`config.mk`:
```
export PLATFORM = sky130hd
export DESIGN_NAME = logarithm
export DESIGN_NICKNAME = d
export VERILOG_FILES = /design/src/rtl/hammu_pkg.sv /design/src/rtl/log_mul_cmp.sv /design/src/rtl/logarithm.sv
export SDC_FILE = /design/constraint.sdc
export NUM_CORES = 1
export LEC_CHECK = 0
export ABC_CLOCK_PERIOD_IN_PS = 7920
export BUFFER_PORTS_ARGS = -buffer_cell sky130_fd_sc_hd__buf_2
export CAP_MARGIN = 40
export CORE_MARGIN = 1
export CORE_UTILIZATION = 55
export CTS_BUF_LIST = sky130_fd_sc_hd__clkbuf_4 sky130_fd_sc_hd__clkbuf_8 sky130_fd_sc_hd__clkbuf_16
export CTS_CLUSTER_DIAMETER = 60
export DETAILED_ROUTE_END_ITERATION = 8
export PLACE_DENSITY = 0.8
export SLEW_MARGIN = 20
export SYNTH_ARGS = -nofsm -noshare
export SYNTH_HDL_FRONTEND = slang
export SYNTH_SLANG_ARGS = --single-unit
```
`constraint.sdc`:
```
create_clock -name i_clk -period 7.92 [get_ports i_clk]
set_clock_uncertainty 0.05 [all_clocks]
set_input_delay 0.396 -clock i_clk [delete_from_list [all_inputs] [get_ports i_clk]]
set_output_delay 0.396 -clock i_clk [all_outputs]
set_load 0.005 [all_outputs]
```
`src/rtl/hammu_pkg.sv`:
```
// Shared definitions for the hammu arithmetic cores (exponent, logarithm):
// handshake FSM state encodings and default operand widths.
package hammu_pkg;

  typedef enum logic [1:0] {
    ST_IDLE   = 2'd0,
    ST_LOAD   = 2'd1,
    ST_CALC   = 2'd2,
    ST_FINISH = 2'd3
  } state_e;

  localparam int LOG_PW = 30;
  localparam int LOG_XW = 4;
  localparam int LOG_AW = 5;

endpackage

```
`src/rtl/log_mul_cmp.sv`:
```
// Combinational acc*X product with a <= compare against P.
// The product keeps its full PW+XW width so the compare never sees a wrapped value.
module log_mul_cmp
  import hammu_pkg::*;
#(
  parameter int PW = LOG_PW,
  parameter int XW = LOG_XW
) (
  input  logic [PW-1:0]    acc,
  input  logic [XW-1:0]    x,
  input  logic [PW-1:0]    p,
  output logic [PW+XW-1:0] prod,
  output logic             le
);

  // Widen both operands before multiplying so no product bits are lost.
  always_comb begin
    prod = {{XW{1'b0}}, acc} * {{PW{1'b0}}, x};
    le   = (prod <= {{XW{1'b0}}, p});
  end

endmodule

```
`src/rtl/logarithm.sv`:
```
// Iterative integer logarithm A = floor(log_X(P)) with exact-power flag.
// Define LOGARITHM_REMAINDER_EN to drive o_R = P - X^A; otherwise o_R is tied to 0.
module logarithm
  import hammu_pkg::*;
#(
  parameter int PW = LOG_PW,
  parameter int XW = LOG_XW,
  parameter int AW = LOG_AW
) (
  input  logic          i_clk,
  input  logic          i_rst_n,
  input  logic          i_load,
  input  logic          i_start,
  input  logic [XW-1:0] i_X,
  input  logic [PW-1:0] i_P,
  output logic          o_done,
  output logic [AW-1:0] o_A,
  output logic          o_exact,
  output logic          o_err,
  output logic [PW-1:0] o_R
);

  localparam logic [PW-1:0] ACC_ONE = {{(PW-1){1'b0}}, 1'b1};
  localparam logic [AW-1:0] CNT_ONE = {{(AW-1){1'b0}}, 1'b1};

  state_e              state_r;
  logic [XW-1:0]       reg_x_r;
  logic [PW-1:0]       reg_p_r;
  logic [PW-1:0]       acc_r;
  logic [AW-1:0]       cnt_r;
  logic [PW+XW-1:0]    prod_s;
  logic                le_s;
  logic                err_s;
  logic [PW-1:0]       rem_s;
  logic [PW-1:0]       rem_err_s;

  log_mul_cmp #(.PW(PW), .XW(XW)) u_mul_cmp (
    .acc  (acc_r),
    .x    (reg_x_r),
    .p    (reg_p_r),
    .prod (prod_s),
    .le   (le_s)
  );

  // Operand check and remainder; operands are constant during CALC so checking every cycle equals checking the first.
  always_comb begin
    err_s = (reg_x_r[XW-1:1] == {(XW-1){1'b0}}) || (reg_p_r == {PW{1'b0}});
`ifdef LOGARITHM_REMAINDER_EN
    rem_s     = reg_p_r - acc_r;
    rem_err_s = reg_p_r;
`else
    rem_s     = {PW{1'b0}};
    rem_err_s = {PW{1'b0}};
`endif
  end

  // Handshake FSM, accumulator and registered result outputs.
  always_ff @(posedge i_clk) begin
    if (!i_rst_n) begin
      state_r <= ST_IDLE;
      reg_x_r <= {XW{1'b0}};
      reg_p_r <= {PW{1'b0}};
      acc_r   <= ACC_ONE;
      cnt_r   <= {AW{1'b0}};
      o_done  <= 1'b0;
      o_A     <= {AW{1'b0}};
      o_exact <= 1'b0;
      o_err   <= 1'b0;
      o_R     <= {PW{1'b0}};
    end else begin
      case (state_r)
        ST_IDLE: begin
          acc_r   <= ACC_ONE;
          cnt_r   <= {AW{1'b0}};
          o_done  <= 1'b0;
          o_A     <= {AW{1'b0}};
          o_exact <= 1'b0;
          o_err   <= 1'b0;
          o_R     <= {PW{1'b0}};
          if (i_load) begin
            reg_x_r <= i_X;
            reg_p_r <= i_P;
            state_r <= ST_LOAD;
          end else begin
            state_r <= ST_IDLE;
          end
        end
        ST_LOAD: begin
          if (i_start) begin
            state_r <= ST_CALC;
          end else begin
            state_r <= ST_LOAD;
          end
        end
        ST_CALC: begin
          if (i_start) begin
            state_r <= ST_CALC;
          end else if (err_s) begin
            state_r <= ST_FINISH;
            o_done  <= 1'b1;
            o_A     <= {AW{1'b0}};
            o_exact <= 1'b0;
            o_err   <= 1'b1;
            o_R     <= rem_err_s;
          end else if (le_s) begin
            acc_r <= prod_s[PW-1:0];
            cnt_r <= cnt_r + CNT_ONE;
          end else begin
            state_r <= ST_FINISH;
            o_done  <= 1'b1;
            o_A     <= cnt_r;
            o_exact <= (acc_r == reg_p_r);
            o_err   <= 1'b0;
            o_R     <= rem_s;
          end
        end
        ST_FINISH: begin
          if (i_start) begin
            state_r <= ST_IDLE;
            o_done  <= 1'b0;
            o_A     <= {AW{1'b0}};
            o_exact <= 1'b0;
            o_err   <= 1'b0;
            o_R     <= {PW{1'b0}};
          end else begin
            state_r <= ST_FINISH;
          end
        end
        default: begin
          state_r <= ST_IDLE;
        end
      endcase
    end
  end

endmodule

```
==> summary.md <==
| Metric | Value |
|---|---|
| Most common cell after layout, fill and taps aside | nand2_1 |
| Clock tree buffer depth | 2 |
| Total number of vias | 7758 |
| Hold Slack | 228 ps |
| CTS sink cnt | 79 |
| Nets | 1290 |
| Met3 usage | 4.13% |
| Clock latency on the worst-skew pair | 350 ps |
| Tcrit/Tclk final | 93.1% |
| Initial antenna violation count | 0 |
| Leakage | 4.42 nW |
| Nature of the critical path endpoint | flip-flop |
| Worst setup margin | 549 ps |
| CP Data Required Time | 8090 ps |
| Synth top area share | 18.6% |
| Slew HR | 47.6% |
| Pwr dens | 117 nW/µm² |
| TritonCTS Buffers | 9 |
| DRT Wirelength | 22400 µm |
| Grt total ovfl | 0 |
| Power Total | 1.07 mW |
| # placed instances | 1302 |
| Initial core utilization | 56.3% |
| Top post-synthesis cells by area | dfxtp_1, fa_1, ha_1, nand2_1, and2_1 |
| Max Slew Vio Count | 0 |
| Status | completed |
| Tot GR Track Use | 28.9% |
| Synth warn | 0 |
| Clk pin slew, worst setup/hold paths | 70 ps |
| Post-synth EDFFs | 0 |
| Ant diodes | 0 |
| Tmin final | 7370 ps |
| Post-cts resize count | 0 |
| First-pass GRT wire length | 36900 µm |
| Largest net degree at the start of global routing | 47 |
| Num rows | 45 |
| Post-Syn Area per Cell | 7.68 µm² |
| Vias in the first global route | 7428 |
| Fmax achieved | 136 MHz |
| CP arrival | 7550 ps |
| Max VDD drop | 0.120 mV |
| Met2 layer usage reported by global route | 48.3% |
| Hold WC Path Type | in -> reg |
| Max-Cap Viols | 0 |
| Synth Flop Type | dfxtp_1 |
| Worst setup startpoint | reg_x_r[3] |
| Kind of critical path | reg -> reg |
| Unrepaired setup endpoints after global routing | no |
| Per-cell routed wire length | 17.0 µm |
| Gr busiest metal | met2 |
| H-tree depth | 3 |
| IO Pins | 76 |
| Setup Fix Bufs, Post-CTS | 0 |
| Hold-fix buffers, CTS | 0 |
| Worst Max-Slew Pin Slew | 785 ps |
| Die W | 126 µm |
| DRT Pass-1 Iters | 5 |
| IO Port Bufs | 45 |
| Die ar. | 16000 µm² |
| Sum Neg Setup Slack | 0 ps |
| Initial DRC count | 639 |
| Synth Cell Area | 8520 µm² |
| Final core occ | 60.3% |
| CTS tree | built |
| Yosys reg bits | 79 |
| Crit start category | flip-flop |
| Core area | 15100 µm² |
| Netlist cell types | 68 |
| Final hold violations | 0 |
| CTS root buf | clkbuf_16 |
| Register area share after synthesis | 18.6% |
| Worst r2r src | reg_x_r[3] |
| Mapped Cells | 1110 |
| Post-DP Area | 8750 µm² |
| Gp weighted congestion | 0.975 |
| Post-DP HPWL | 17400 µm |
| Post-DRT Antenna Nets | 0 |
| Non-Filler Instances | 1320 |
| Die Y | 126 µm |
| Post-synth ARST share | 0% |
| CP max FO | 25 |
| Setup Viol. Count Final | 0 |
| Syn-to-layout area delta | 7.17% |
| Grt met1 use | 39.0% |
| Most frequent cells in the layout | nand2_1, inv_1, and2_1 |
| Hold Crit Start | i_P[1] |
| Post-route DRC | 0 |
| Leading area contributor after synthesis | dfxtp_1 |
| Share of layout cells above drive strength 1 | 8.57% |
| Via/cell ratio | 5.88 |
| Design Area, Final | 9130 µm² |
| Pre-CTS worst setup slack | 725 ps |
[layout make-up]
cell class	count	area, µm²
Sequential cell	79	1580
Tap cell	188	235
Multi-Input combinational cell	840	6090
Clock buffer	9	225
Timing Repair Buffer	59	373
Clock inverter	7	110
Inverter	138	518
Fill cell	1339	6010
[synth_stat cells, drive strengths merged, types with 32 or more instances]
cell	count
xor2	32
nand3	62
a21oi	77
ha	69
clkbuf	37
and2	88
dfxtp	79
inv	138
buf	45
o21ai	37
fa	56
nand2	170
[routing by layer]
| layer | vias to the layer above | share of wire [%] | wire, µm |
|---|---|---|---|
| met3 | 43 | 7.3 | 1630 |
| met5 | - | 0 | 0 |
| li1 | 3662 | - | - |
| met1 | 3737 | 44 | 9820 |
| met2 | 316 | 47 | 10500 |
| met4 | 0 | 2.0 | 439 |
[cells by family after synthesis]
logic type / count (synthesis) / share of synthesized area [%]
xor+xnor: 59 / 6.06
compound gates: 200 / 15.4
simple gates: 415 / 24.1
fa+ha+maj: 125 / 23.3
mux: 11 / 1.29
other cells: 1 / 0.0440
buf+inv: 220 / 11.3
flops: 79 / 18.6
[worst max-delay path, cell delays in order (launching register included)]
cell	delay (ps)
dfxtp_1	820
nand2_1	170
fa_1	570
inv_1	60
fa_1	560
inv_1	70
fa_1	450
nor2b_1	190
o2111ai_1	160
a21boi_1	490
a311oi_4	270
o21bai_1	270
a21o_1	140
a21oi_1	70
xnor2_1	160
ha_1	200
a21oi_1	130
o21ai_0	160
a2111oi_2	380
o211ai_1	140
o21ai_0	180
o2111ai_1	240
or3_1	680
buf_4	300
o2111ai_1	190
o311ai_1	120
[worst paths after layout]
check | to | slack [ps] | cells after the start
setup / recovery | cnt_r[2] | 550 | 25
hold / removal | reg_p_r[1] | 230 | 3
setup reg to reg | cnt_r[2] | 550 | 25
hold reg to reg | o_A[1] | 440 | 1
[power breakdown]
group | internal (mW) | total, mW | switching [mW] | leakage [nW]
registers | 0.412 | 0.441 | 0.0290 | 0.642
clock network | 0.284 | 0.470 | 0.186 | 0.162
logic | 0.0593 | 0.157 | 0.0972 | 3.62
[state kept, by name, indices dropped and copies added, names as in the netlist]
| name | count |
|---|---|
| reg_p_r | 30 |
| o_err | 1 |
| o_A | 5 |
| acc_r | 30 |
| o_exact | 1 |
| state_r | 2 |
| o_done | 1 |
| cnt_r | 5 |
| reg_x_r | 4 |
Power figures use the tool's default switching activity.
